--- src/rtl/serial_addsub_ctrl_if.sv ---
// rtl/serial_addsub_ctrl_if.sv - request/response bundle between a requester and serial_addsub_ctrl
// Optional signed-overflow signal ovf present when SERIAL_ADDSUB_OVF_EN is defined.
interface serial_addsub_ctrl_if #(
   parameter int WIDTH = 8
);
   logic             start;
   logic             func;
   logic [WIDTH-1:0] op_a;
   logic [WIDTH-1:0] op_b;
   logic             busy;
   logic             done;
   logic [WIDTH-1:0] result;
   logic             carry_out;
`ifdef SERIAL_ADDSUB_OVF_EN
   logic             ovf;

   modport master (
      output start, func, op_a, op_b,
      input  busy, done, result, carry_out, ovf
   );

   modport slave (
      input  start, func, op_a, op_b,
      output busy, done, result, carry_out, ovf
   );
`else
   modport master (
      output start, func, op_a, op_b,
      input  busy, done, result, carry_out
   );

   modport slave (
      input  start, func, op_a, op_b,
      output busy, done, result, carry_out
   );
`endif
endinterface

--- src/rtl/serial_addsub_ctrl.sv ---
// rtl/serial_addsub_ctrl.sv - bit-serial add/subtract sequencer driving one external 1-bit cell
// Optional signed-overflow output enabled by defining SERIAL_ADDSUB_OVF_EN.
module serial_addsub_ctrl #(
   parameter int WIDTH = 8
) (
   input  logic                clk,
   input  logic                rst_n,
   serial_addsub_ctrl_if.slave bus,
   output logic                cell_func,
   output logic                cell_in1,
   output logic                cell_in2,
   output logic                cell_in3,
   input  logic                cell_sum,
   input  logic                cell_cob
);

   localparam int CNT_W = $clog2(WIDTH);

   typedef enum logic [1:0] {
      S_IDLE  = 2'd0,
      S_SHIFT = 2'd1,
      S_DONE  = 2'd2
   } state_t;

   state_t           state;
   state_t           state_d;

   logic [WIDTH-1:0] a_sr;
   logic [WIDTH-1:0] b_sr;
   logic             func_q;
   logic             carry_q;
   logic [CNT_W-1:0] count;
   logic             last_bit;

   // acc holds the WIDTH-1 low result bits collected so far; the final
   // bit arrives straight from the cell on the last SHIFT edge.
   logic [WIDTH-2:0] acc;
   logic [WIDTH-1:0] acc_cat;

   logic [WIDTH-1:0] result_q;
   logic             carry_out_q;

   assign last_bit = (count == CNT_W'(WIDTH - 1));
   assign acc_cat  = {cell_sum, acc};

   assign bus.busy      = (state != S_IDLE);
   assign bus.done      = (state == S_DONE);
   assign bus.result    = result_q;
   assign bus.carry_out = carry_out_q;

`ifdef SERIAL_ADDSUB_OVF_EN
   logic ovf_q;

   // signed overflow: carry/borrow into the MSB differs from carry/borrow out of it
   always_ff @(posedge clk or negedge rst_n) begin
      if (!rst_n) begin
         ovf_q <= 1'b0;
      end else if (state == S_SHIFT && last_bit) begin
         ovf_q <= carry_q ^ cell_cob;
      end
   end

   assign bus.ovf = ovf_q;
`endif

   // state register
   always_ff @(posedge clk or negedge rst_n) begin
      if (!rst_n) begin
         state <= S_IDLE;
      end else begin
         state <= state_d;
      end
   end

   // next-state logic and cell drive; cell inputs are only live in SHIFT
   always_comb begin
      state_d   = state;
      cell_func = 1'b0;
      cell_in1  = 1'b0;
      cell_in2  = 1'b0;
      cell_in3  = 1'b0;
      case (state)
         S_IDLE: begin
            if (bus.start) begin
               state_d = S_SHIFT;
            end
         end
         S_SHIFT: begin
            cell_func = func_q;
            cell_in1  = a_sr[0];
            cell_in2  = b_sr[0];
            cell_in3  = carry_q;
            if (last_bit) begin
               state_d = S_DONE;
            end
         end
         S_DONE: begin
            state_d = S_IDLE;
         end
         default: begin
            state_d = S_IDLE;
         end
      endcase
   end

   // operand latch, serial shift, and final result capture at DONE entry
   always_ff @(posedge clk or negedge rst_n) begin
      if (!rst_n) begin
         a_sr        <= '0;
         b_sr        <= '0;
         func_q      <= 1'b0;
         carry_q     <= 1'b0;
         count       <= '0;
         acc         <= '0;
         result_q    <= '0;
         carry_out_q <= 1'b0;
      end else begin
         case (state)
            S_IDLE: begin
               if (bus.start) begin
                  a_sr    <= bus.op_a;
                  b_sr    <= bus.op_b;
                  func_q  <= bus.func;
                  carry_q <= 1'b0;
                  count   <= '0;
               end
            end
            S_SHIFT: begin
               acc     <= acc_cat[WIDTH-1:1];
               carry_q <= cell_cob;
               a_sr    <= a_sr >> 1;
               b_sr    <= b_sr >> 1;
               count   <= count + 1'b1;
               if (last_bit) begin
                  result_q    <= acc_cat;
                  carry_out_q <= cell_cob;
               end
            end
            default: begin
            end
         endcase
      end
   end

endmodule

--- src/flat_wrapper.sv ---
// flat-port wrapper written by rule: the top's interface ports become plain ports
module serial_addsub_ctrl_flat 
#(
   parameter int WIDTH = 8
)
  (clk, rst_n, cell_func, cell_in1, cell_in2, cell_in3, cell_sum, cell_cob, bus_start, bus_func, bus_op_a, bus_op_b, bus_busy, bus_done, bus_result, bus_carry_out);
  serial_addsub_ctrl_if #(.WIDTH(WIDTH)) bus_i ();
  input  logic clk;
  input  logic rst_n;
  output logic cell_func;
  output logic cell_in1;
  output logic cell_in2;
  output logic cell_in3;
  input  logic cell_sum;
  input  logic cell_cob;
  input wire logic [$bits(bus_i.start)-1:0] bus_start;
  input wire logic [$bits(bus_i.func)-1:0] bus_func;
  input wire logic [$bits(bus_i.op_a)-1:0] bus_op_a;
  input wire logic [$bits(bus_i.op_b)-1:0] bus_op_b;
  output wire logic [$bits(bus_i.busy)-1:0] bus_busy;
  output wire logic [$bits(bus_i.done)-1:0] bus_done;
  output wire logic [$bits(bus_i.result)-1:0] bus_result;
  output wire logic [$bits(bus_i.carry_out)-1:0] bus_carry_out;
  assign bus_i.start = bus_start;
  assign bus_i.func = bus_func;
  assign bus_i.op_a = bus_op_a;
  assign bus_i.op_b = bus_op_b;
  assign bus_busy = bus_i.busy;
  assign bus_done = bus_i.done;
  assign bus_result = bus_i.result;
  assign bus_carry_out = bus_i.carry_out;
  serial_addsub_ctrl #(.WIDTH(WIDTH)) u_core (.clk(clk), .rst_n(rst_n), .bus(bus_i), .cell_func(cell_func), .cell_in1(cell_in1), .cell_in2(cell_in2), .cell_in3(cell_in3), .cell_sum(cell_sum), .cell_cob(cell_cob));
endmodule
--- config.mk ---
export PLATFORM = sky130hd
export DESIGN_NAME = serial_addsub_ctrl_flat
export DESIGN_NICKNAME = d
export VERILOG_FILES = /design/src/rtl/serial_addsub_ctrl_if.sv /design/src/rtl/serial_addsub_ctrl.sv /design/src/flat_wrapper.sv
export SDC_FILE = /design/constraint.sdc
export NUM_CORES = 1
export LEC_CHECK = 0
export CAP_MARGIN = 20
export CELL_PAD_IN_SITES_DETAIL_PLACEMENT = 1
export CELL_PAD_IN_SITES_GLOBAL_PLACEMENT = 1
export CORE_UTILIZATION = 37
export CTS_CLUSTER_DIAMETER = 80
export DETAILED_ROUTE_END_ITERATION = 12
export GPL_TIMING_DRIVEN = 0
export PLACE_DENSITY_LB_ADDON = 0.2
export REMOVE_ABC_BUFFERS = 1
export SLEW_MARGIN = 10
export SYNTH_ARGS = -nofsm -noshare
export SYNTH_HDL_FRONTEND = slang
export SYNTH_SLANG_ARGS = --single-unit
--- constraint.sdc ---
create_clock -name clk -period 1.3 [get_ports clk]
set_input_delay 0.26 -clock clk [delete_from_list [all_inputs] [get_ports clk]]
set_output_delay 0.26 -clock clk [all_outputs]
set_load 0.1 [all_outputs]
; ---- Yosys cells after proc, flatten, opt, wreduce, memory -nomap -nowiden
; Cells that the tools add are included.
[word_totals]
elab_cells = 37
regBits = 39
output_inout_bits = 15
inputBits = 22
[classes]
n_mux = 15
addsub = 1
reduce_logical = 7
n_eq_ne = 5
[op_table]
columns = op, n
row1 = 8-bit one-hot mux with 2 select lines, 2
row2 = 8-bit two-way mux, 2
row3 = 2-bit AND reduction, 4
row4 = 3-bit one-hot mux with 2 select lines, 1
row5 = 1-bit two-way mux, 5
row6 = 2-bit two-way mux, 2
row7 = 2-bit one-hot mux with 2 select lines, 1
row8 = 2-bit nonzero test, 2
row9 = 3-bit by 1-bit adder with 3-bit output (second input constant), 1
row10 = 3-bit == test (second input constant), 1
row11 = 3-bit two-way mux, 1
row12 = 2-bit by 1-bit == test with 1-bit output (second input constant), 1
row13 = 2-bit == test (second input constant), 1
row14 = 2-bit logical NOT, 1
row15 = 2-bit by 1-bit != test with 1-bit output (second input constant), 1
row16 = 2-bit != test (second input constant), 1
row17 = 1-bit one-hot mux with 2 select lines, 1

; ---- Longest topological paths before layout
[depth]
word_depth = 3
depth_mapped = 5
ltp_nobuf = 4

; ---- Worst setup path before layout
; OpenSTA, ideal clock, no wires.
[synth_timing]
kind = flip-flop to output port
start = register u_core.state[1]
end = output bus_done
path_stages_with_launch = 5
required_time_ns = 1.040
path_buffers = 3
path_slack_ns = -1.100
t_arrival_ns = 2.140
path_cell_list = dfrtp_1 buf_2 buf_6 buf_4 nor2b_1
[synth_via]
elab_chain_cells = 1
[synth_rtl]
columns = item, line_no
row1 = "start, declared", serial_addsub_ctrl.sv:25  ; state_t state;
row2 = "start signal, assigned", serial_addsub_ctrl.sv:71  ; state <= state_d;
row3 = 2-bit == test, serial_addsub_ctrl.sv:47  ; assign bus.done = (state == S_DONE);
row4 = "end, declared", flat_wrapper.sv:21  ; output wire logic [$bits(bus_i.done)-1:0] bus_done;
; Every way passes these cells.

; ---- Final worst setup path
[layout_timing]
start = register u_core.state[0]
end = register u_core.result_q[4] (netlist: u_core.bus.result[4])
[layout_via]
elab_chain_cells = 2
[layout_rtl]
columns = item, line_no
row1 = 2-bit by 1-bit == test with 1-bit output, serial_addsub_ctrl.sv:118  ; case (state)
row2 = 2-bit AND reduction (no line), -
row3 = "end signal, assigned", serial_addsub_ctrl.sv:135  ; result_q <= acc_cat;
row4 = "end, declared", serial_addsub_ctrl.sv:40  ; logic [WIDTH-1:0] result_q;
; Every way passes these cells.
; A chain may end at the register's enable or synchronous reset.

==> results.toml <==
[outcome]
outcome = "finished, violations left"
violations = "negative setup slack"

[worst_setup_path]
critPathLaunch = "u_core.state[0]"
worstPathRequired_ns = 1.48
reg2reg_from = "u_core.state[0]"
worst-path-max-fanout = 10
path_class = "reg2reg"
endpoint_kind = "flip-flop"
cpLargestDelayFamily = "buffers and inverters"
cp_slowest_stage_delay_ns = 0.52
crit_buf_inv = 4
startpoint_type = "flip-flop"
crit_chain = "buf_6 -> buf_12 -> buf_6 -> nand3b_1 -> buf_12 -> mux2_4"
slowest_stage = "dfrtp_4"
critPathArrivalTime_ns = 1.84

[yosys]
synth_cell_types = 29
yosys.area.top_type = "dfrtp_1"
synth_edf_count = 0
seq_area_frac_synth = 0.535
syn-instance-count = 138
yosys_most_used_dff = "dfrtp_1"
async_reset_ff_frac = 1.00
avgSynthCellArea_um2 = 13.2
ys.warnings.count = 0
synth_top_area_share = 0.535
ys_seq_elements = 39
synth.area.top_cells = "dfrtp_1 (53%), mux2_4 (7.4%), mux2_2 (4.9%), o221a_2 (4.3%), or4b_1 (3.8%)"
syn_area_um2 = 1830

[floorplan]
dieArea_um2 = 5220
die_x_um = 72.2
start_util = 0.386
rows = 25
io_pins = 37
coreArea_um2 = 4720
die_h_um = 72.2

[worst_hold_path]
hold_path_class = "in2async"

[detailed_routing]
drt-pass1-iter-count = 4
wl_um = 5770
vias = 1402
ant_nets = 0
first_iter_violations = 48
vias_per_cell = 5.21
drc = 0
wl_per_cell_um = 21.4

[sta]
finalCriticalPeriod_ns = 1.66
final-hold-violation-count = 0
clock_skew_ns = 0.00288
slew_violations = 0
rsz0062_at_grt = "yes"
min_period_over_period = 1.27
setup_violations = 43
fmaxAchievable_mhz = 604
max_slew.worst_pin.slew_ns = 0.491
slew_headroom = 0.673
setup_ws_ns = -0.356
fin_hold_ws_ns = 0.410

[grt]
grt.overflow.total = 0
grt_pass1_vias = 1547
grt_pass1_wl_um = 8690
antenna_found_initial = 0
track_usage = 0.232
grt_max_degree = 28

[clock_tree]
cts_sinks = 39
cts_tree = "built"
cts_max_level = 2
path_clk_slew_ns = 0.08
root_buffer = "clkbuf_8"
worstSkewPairLatency_ns = 0.30
numCtsBuffers = 5
cts_buffer_depth = 2

[final_layout]
synthToLayoutAreaGrowth_pct = 68.7
multiInputGateArea_um2 = 1030
fillers = 420
mostFrequentLayoutCells = "dfrtp_1 (37), clkdlybuf4s50_1 (19), buf_4 (19)"
drive_gt1_frac = 0.574
final_common_cell = "dfrtp_1"
nets = 225
seqCellArea_um2 = 983
antenna_cells = 0
fin_area_um2 = 3080

[power]
power.internal_mw = 5.30
p_comb_frac = 0.629
cellLeakagePower_nw = 1.37
switching_share = 0.437
switchingPower_mw = 4.12
vdd_drop_max_v = 0.00146
p_per_area_nw_per_um2 = 3060
power_frac_clock = 0.128
pwr-share-seq = 0.243
power_mw = 9.42

[placement]
place_hpwl_um = 2550
port_buffers = 36
gp_congestion = 0.679
dpl_worst_slack_ns = -1.88
placed_area_um2 = 2200

[run]
drv_cap = 0
-- cells in the mapped netlist (2+ instances only) --
cell	n
a22o_1	4
nor2b_1	2
dfrtp_1	39
clkbuf_1	3
ha_1	2
nand2b_1	3
mux2_2	8
buf_2	6
buf_6	3
nand2_1	2
nor4b_1	7
a211oi_1	7
inv_1	8
nor3b_1	7
and2_1	3
mux2_4	9
o221a_2	7
or4b_1	7
-- power groups by stage --
stage | Combinational (mW) | Clock, mW | Sequential (mW)
after floorplan | 1.93 | 0 | 3.20
after global placement | 3.70 | 0 | 2.26
final | 5.92 | 1.21 | 2.29
after global routing | 6.15 | 1.28 | 2.36
after CTS | 5.41 | 1.21 | 2.21
after detailed placement | 3.80 | 0 | 2.30
-- metrics by stage --
| stage | std cells | TNS, ns | util |
|---|---|---|---|
| 4_1_cts | 265 | -8.10 | 0.624 |
| 6_report | 269 | -10.10 | 0.652 |
| 3_3_place_gp | 228 | -81.70 | 0.463 |
| 3_5_place_dp | 229 | -44.51 | 0.466 |
| 5_1_grt | 269 | -11.85 | 0.652 |
| 2_1_floorplan | 125 | -15.56 | - |
-- state kept, by name, indices dropped and copies added, names as in the netlist --
register and cells:
u_core.a_sr 8, u_core.b_sr 8, u_core.bus.result 8, u_core.acc 7, u_core.count 3, u_core.state 2
u_core.bus.carry_out 1, u_core.carry_q 1, u_core.func_q 1
-- final timing paths --
kind	end	slack, ns	cells after the start
hold / removal	u_core.b_sr[5]	0.41	2
min in group clk	u_core.count[1]	0.52	1
setup reg to reg	u_core.bus.result[4]	-0.36	6
setup / recovery	u_core.bus.result[4]	-0.36	6
hold reg to reg	u_core.count[1]	0.52	1
max in group asynchronous	u_core.state[1]	0.41	3
-- kinds of logic (layout without fill, tap and decap cells) --
logic type | Yosys count | after routing | share of synthesized area
AND/OR/NAND/NOR | 36 | 36 | 0.154
buffers and inverters | 21 | 84 | 0.0617
adder cells (fa/ha/maj) | 2 | 2 | 0.0137
multiplexers | 18 | 18 | 0.129
AO/OA/AOI/OAI | 22 | 23 | 0.108
flip-flops | 39 | 39 | 0.535
-- worst reg2reg max path, stage by stage (launching register included) --
cell,delay (ns)
dfrtp_4,0.52
buf_6,0.15
buf_12,0.12
buf_6,0.11
nand3b_1,0.16
buf_12,0.17
mux2_4,0.30
-- layer usage --
layer,routed length (um),vias up,global-route usage,share of wire
met5,0,-,0,0
met4,206,0,0.100,0.036
met3,230,16,0.0597,0.040
met2,2910,37,0.381,0.50
met1,2420,715,0.289,0.42
li1,-,634,-,-
-- timing repair --
action,CTS,global route
buffers inserted,22,5
resized for setup,160,27
hold buffers,1,0
endpoints found under the setup margin,54,45
hold endpoints to repair,12,0
pin swaps,19,8
cloned,5,0
-- layout make-up --
cell class                 count  area share
clock buffer                   6      0.0236
multi-input combinational     79       0.334
clock inverter                 2      0.0195
inverter                       8     0.00975
tap                           67      0.0272
sequential                    39       0.319
timing repair buffer          68       0.266
Power figures use the tool's default switching activity.
